### src/rtl/jtcps1_pkg.sv
// jtcps1_pkg: slot indices, FSM encoding and arbitration helpers for the VRAM slot responder.
package jtcps1_pkg;
    localparam logic [1:0] SLOT_SCR = 2'd0;
    localparam logic [1:0] SLOT_OBJ = 2'd1;
    localparam logic [1:0] SLOT_PAL = 2'd2;
    localparam logic [1:0] ST_IDLE = 2'd0;
    localparam logic [1:0] ST_REQ  = 2'd1;
    localparam logic [1:0] ST_WAIT = 2'd2;

    function automatic logic [1:0] next_slot(input logic [1:0] s);
        return s == SLOT_PAL ? SLOT_SCR : s + 2'd1;
    endfunction

    // First requester at or after ptr, rotating 0 -> 1 -> 2 -> 0.
    function automatic logic [1:0] rr_pick(input logic [2:0] need, input logic [1:0] ptr);
        logic [1:0] b, c;
        b = next_slot(ptr);
        c = next_slot(b);
        return need[ptr] ? ptr : need[b] ? b : c;
    endfunction

    function automatic logic [1:0] fixed_pick(input logic [2:0] need);
        return need[SLOT_PAL] ? SLOT_PAL : need[SLOT_SCR] ? SLOT_SCR : SLOT_OBJ;
    endfunction
endpackage

### src/rtl/jtcps1_vram_slot.sv
// jtcps1_vram_slot: one-word hit register for a single read-only requester.
module jtcps1_vram_slot #(
    parameter int AW = 17
) (
    input  logic          clk,
    input  logic          rst,
    input  logic [AW-1:0] addr,
    input  logic          cs,
    input  logic          clear,
    input  logic          load,
    input  logic [AW-1:0] load_addr,
    input  logic [15:0]   din,
    output logic [15:0]   dout,
    output logic          ok,
    output logic          need
);
    logic [AW-1:0] lat_addr;
    logic          valid;
    logic          hit;

    always_ff @(posedge clk) begin
        if (rst) begin
            lat_addr <= '0;
            dout     <= '0;
            valid    <= 1'b0;
        end else if (load) begin
            lat_addr <= load_addr;
            dout     <= din;
            valid    <= 1'b1;
        end else if (clear) begin
            valid <= 1'b0;
        end
    end

    assign hit  = valid && lat_addr == addr;
    assign ok   = cs && hit;
    assign need = cs && !hit;
endmodule

### src/rtl/jtcps1_vram_slots.sv
// jtcps1_vram_slots: three cached read slots (scroll, object, palette) sharing one
// memory read port, one outstanding fetch at a time.
module jtcps1_vram_slots
    import jtcps1_pkg::*;
#(
    parameter int AW = 17,
    parameter bit RR = 1'b1
) (
    input  logic          clk,
    input  logic          rst,
    input  logic [AW-1:0] slot0_addr,
    input  logic          slot0_cs,
    output logic [15:0]   slot0_dout,
    output logic          slot0_ok,
    input  logic [AW-1:0] slot1_addr,
    input  logic          slot1_cs,
    output logic [15:0]   slot1_dout,
    output logic          slot1_ok,
    input  logic [AW-1:0] slot2_addr,
    input  logic          slot2_cs,
    output logic [15:0]   slot2_dout,
    output logic          slot2_ok,
    output logic [AW-1:0] mem_addr,
    output logic          mem_rd,
    input  logic          mem_ack,
    input  logic          mem_rdy,
    input  logic [15:0]   mem_din
);
    logic [AW-1:0] addr [3];
    logic [15:0]   dout [3];
    logic [2:0]    cs, ok, need;
    logic [1:0]    st, g, ptr, pick;
    logic          grant, take;

    assign addr[0] = slot0_addr;
    assign addr[1] = slot1_addr;
    assign addr[2] = slot2_addr;
    assign cs      = {slot2_cs, slot1_cs, slot0_cs};
    assign slot0_dout = dout[0];
    assign slot1_dout = dout[1];
    assign slot2_dout = dout[2];
    assign {slot2_ok, slot1_ok, slot0_ok} = ok;

    assign pick  = RR ? rr_pick(need, ptr) : fixed_pick(need);
    assign grant = st == ST_IDLE && |need;
    // Data may land in the ack cycle itself, so REQ can complete a fetch too.
    assign take  = mem_rdy && (st == ST_WAIT || (st == ST_REQ && mem_ack));

    genvar i;
    generate
        for (i = 0; i < 3; i++) begin : g_slot
            jtcps1_vram_slot #(.AW(AW)) u_slot (
                .clk       (clk),
                .rst       (rst),
                .addr      (addr[i]),
                .cs        (cs[i]),
                .clear     (grant && pick == 2'(i)),
                .load      (take && g == 2'(i)),
                .load_addr (mem_addr),
                .din       (mem_din),
                .dout      (dout[i]),
                .ok        (ok[i]),
                .need      (need[i])
            );
        end
    endgenerate

    always_ff @(posedge clk) begin
        if (rst) begin
            st       <= ST_IDLE;
            g        <= SLOT_SCR;
            ptr      <= SLOT_SCR;
            mem_rd   <= 1'b0;
            mem_addr <= '0;
        end else begin
            case (st)
                ST_IDLE: if (grant) begin
                    g        <= pick;
                    mem_addr <= addr[pick];
                    mem_rd   <= 1'b1;
                    st       <= ST_REQ;
                end
                ST_REQ: if (mem_ack) begin
                    mem_rd <= 1'b0;
                    st     <= mem_rdy ? ST_IDLE : ST_WAIT;
                    if (mem_rdy) ptr <= next_slot(g);
                end
                ST_WAIT: if (mem_rdy) begin
                    ptr <= next_slot(g);
                    st  <= ST_IDLE;
                end
                default: st <= ST_IDLE;
            endcase
        end
    end
endmodule
### config.mk
export PLATFORM = sky130hd
export DESIGN_NAME = jtcps1_vram_slots
export DESIGN_NICKNAME = d
export VERILOG_FILES = /design/src/rtl/jtcps1_pkg.sv /design/src/rtl/jtcps1_vram_slot.sv /design/src/rtl/jtcps1_vram_slots.sv
export SDC_FILE = /design/constraint.sdc
export NUM_CORES = 1
export LEC_CHECK = 0
export ABC_AREA = 1
export CORE_MARGIN = 4
export CORE_UTILIZATION = 35
export CTS_CLUSTER_DIAMETER = 120
export DETAILED_ROUTE_END_ITERATION = 10
export PLACE_DENSITY = 0.66
export SLEW_MARGIN = 20
export SYNTH_ARGS = -nofsm -noshare
export SYNTH_HDL_FRONTEND = slang
export SYNTH_HIERARCHICAL = 1
export SYNTH_SLANG_ARGS = --single-unit
export TNS_END_PERCENT = 30
### constraint.sdc
create_clock -name clk -period 2.1 [get_ports clk]
set_input_delay 0.315 -clock clk [delete_from_list [all_inputs] [get_ports clk]]
set_output_delay 0.315 -clock clk [all_outputs]
set_load 0.02 [all_outputs]
==> results.md <==
* Crit path top cell by count: nor2_4
* ANT nets after route at 0
* Pre-CTS setup slack at -511 ps
* Total Routing Usage GR at 21.0%
* Final Hold Viols at 0
* Max-cap violations at 0
* Clock Sinks at 126
* LEAKAGE at 0.00485 uW
* Fin. max-slew vios at 0
* Worst hold path type: primary input to register
* Top Layer Used: met5
* Worst setup startpoint: g_slot[2].u_slot/lat_addr[13]
* # DRC at 0
* Global route total overflow at 0
* Drt first pass iters at 7
* Area share of the largest cell type after synthesis at 37.8%
* CORE AREA at 0.0187 mm2
* Cell taking the most area after synthesis: dfxtp_1
* Diode count at 0
* Post-route worst setup slack at 50.2 ps
* Met3 WL at 1.67 mm
* Share of cells above drive strength 1 at 28.0%
* TritonCTS Buffers at 17
* Die Y at 146 um
* Post-synthesis average cell area at 6.70 um2
* WL final at 23.1 mm
* CP startpoint kind: register
* Worst VDD drop at 0.508 mV
* Pwr Density at 716 mW/mm2
* Status: finished clean
* CTS max path bufs at 2
* CTS tree: yes
* Critical Path End Type: register
* Worst Clk Skew at 11.9 ps
* Hold_buf cts at 0
* Synthesized area at 0.00668 mm2
* Post-Syn Instances at 996
* CTS root buf: clkbuf_16
* Minimum clock period at 2050 ps
* Post-detail-place hpwl at 16.6 mm
* Tcrit/Tclk final at 97.6%
* Top area cells in the synthesized netlist: dfxtp_1 38%, nand2_1 18%, nor2_1 6.7%
* Sequential share of the synthesized area at 37.8%
* Syn Nets at 1070
* Via count at 7179
* Gpl congestion at 0.928
* Post-synthesis cell type count at 30
* Critical Path Slowest Stage Cell: dfxtp_2
* Antenna violations before repair at 1
* Global-route wire length before repair at 35.7 mm
* FMAX at 0.488 GHz
* FF-to-FF Start: g_slot[2].u_slot/lat_addr[13]
* Yosys warning total at 6
* Largest net degree at the start of global routing at 109
* Clock slew at reported path FFs at 60 ps
* 1st-iter DRT viols at 319
* Slowest cell delay on critical path at 330 ps
* H-tree depth at 4
* FP Rows at 50
* Net count reported at finish at 1318
* Req. time, crit path at 2460 ps
* Vias in the first global route at 6965
* Arr. time, crit path at 2410 ps
* Port Buf Inserts at 142
* Clock Latency Late Sink at 420 ps
* Final setup viols at 0
* Setup repair after global routing missed its margin: yes
* Wire per inst at 15.5 um
* HP Start: slot2_addr[7]
* Rel. slew slack at 59.5%
* Starting Density at 35.7%
* Crit-path max FO at 8
* Vias/cell at 4.81
* Worst slew pin tran at 607 ps
* Crit path cell chain: inv_2 > nand2_2 > nand2_1 > nor2_2 > nand3_2 > nor2_2 > a21oi_2 > buf_4 > nor2_4 > nor2_4 > nand2_4 > nand2_8 > nor2_4 > buf_8 > nand2_4 > nand3_2 > nand2_2 > inv_2
* WS Path Type: register to register
* Die W at 146 um
* Wire length on met2 at 11.0 mm
* Die area at 0.0214 mm2
* Area grow syn2layout at 52.0%
* Power consumption at 7260 uW
* Metal1 wirelength at 9.90 mm
* Seq cells post-synth at 126
* IO Pins at 143
==> critical path, delay by kind of cell (launching register included) <==
kind | cells | cell delay (ps)
AND/OR/NAND/NOR | 13 | 1130
buffers and inverters | 4 | 420
flip-flops | 1 | 330
AO/OA/AOI/OAI | 1 | 80
==> what timing repair did <==
action,CTS,global route
cloned,0,1
setup buffers,0,3
gates resized for setup,28,132
setup endpoints to repair,24,27
pin swaps,0,30
==> logic make-up (layout without fill, tap and decap cells) <==
group	Yosys count	after routing	share of synthesized area, %
AOI/OAI and AO/OA	143	143	15.1
buffers and inverters	183	444	12.8
and+or+nand+nor	538	538	33.5
xor gates and xnor gates	6	6	0.787
DFF	126	126	37.8
==> path summary, 6_finish.rpt <==
| path | cells past startpoint | slack (ps) | to |
|---|---|---|---|
| worst max-delay path | 18 | 50 | mem_addr[4] |
| worst min-delay path | 3 | 300 | mem_addr[7] |
| worst max register to register | 18 | 50 | mem_addr[4] |
| worst min register to register | 2 | 460 | g_slot[2].u_slot/dout[7] |
==> metrics by stage <==
stage | utilization (%) | instance area, um2 | hold slack, ps | cells | setup TNS [ps]
2_1_floorplan | - | 6680 | 384 | 996 | 0
3_3_place_gp | 48.4 | 9060 | 447 | 1455 | -11580
3_5_place_dp | 48.4 | 9060 | 453 | 1455 | -12250
4_1_cts | 52.1 | 9740 | 440 | 1487 | 0
5_1_grt | 54.2 | 10100 | 318 | 1491 | -473
6_report | 54.2 | 10100 | 304 | 1491 | 0
==> layout by cell type, fill, tap and decap left out, types with 2 or more instances in the layout <==
master,netlist,layout
nand2_1,324,298
clkinv_4,0,2
nor2_1,120,104
nand3_2,2,11
buf_12,0,6
nand2_2,22,44
nand3_4,0,2
inv_1,107,97
nand3b_1,6,6
a211oi_1,15,15
dfxtp_2,0,16
o21ai_1,3,3
o21ai_0,9,9
dlymetal6s2s_1,0,36
nor2_2,6,20
nand3_1,44,33
xnor2_1,6,4
clkdlybuf4s50_1,0,94
and2_1,3,3
dfxtp_1,126,110
a21oi_1,81,77
xnor2_2,0,2
nand4_1,3,3
clkbuf_16,0,18
bufinv_16,0,5
a21oi_2,1,4
inv_6,0,6
clkinvlp_4,0,2
nand2_4,3,6
buf_4,13,124
nor2_4,2,4
inv_2,30,40
a211oi_2,33,33
dlygate4sd2_1,0,8
==> registers in the layout (all words and copies together), names as in the netlist <==
register                count
st                          2
g_slot.u_slot/lat_addr     51
g_slot.u_slot/dout         48
g_slot.u_slot/valid         3
g                           2
mem_rd                      1
ptr                         2
mem_addr                   17
==> cell type report <==
type                    count  area (um2)
clock buffers              18         429
clock inverters            14         229
fillers                  1751        8560
inverters                 141         542
multi-input cells         687        3550
flip-flops and latches    126        2540
well taps                 234         293
repair buffers            271        2560
==> power by group <==
part           internal (uW)  switching (uW)
registers               2490            99.5
clock network           2130            1210
logic                    613             720
total                   5230            2030
==> per-layer routing <==
| layer | vias up | GRT usage [%] |
|---|---|---|
| met1 | 3310 | 24.9 |
| met2 | 221 | 35.7 |
| met3 | 36 | 6.83 |
| met4 | 2 | 7.15 |
| li1 | 3610 | - |
| met5 | - | 0 |
==> cells in the mapped netlist (all sizes together) <==
cell	n
a211oi	48
clkinv	1
buf	39
o21ai	12
nand3	46
o211ai	1
clkbuf	3
dfxtp	126
a21oi	82
nor2	128
nor3b	1
nand4	3
and2	3
nor3	2
xnor2	6
nand3b	6
inv	140
nand2	349
(Power assumes the default switching activity.)
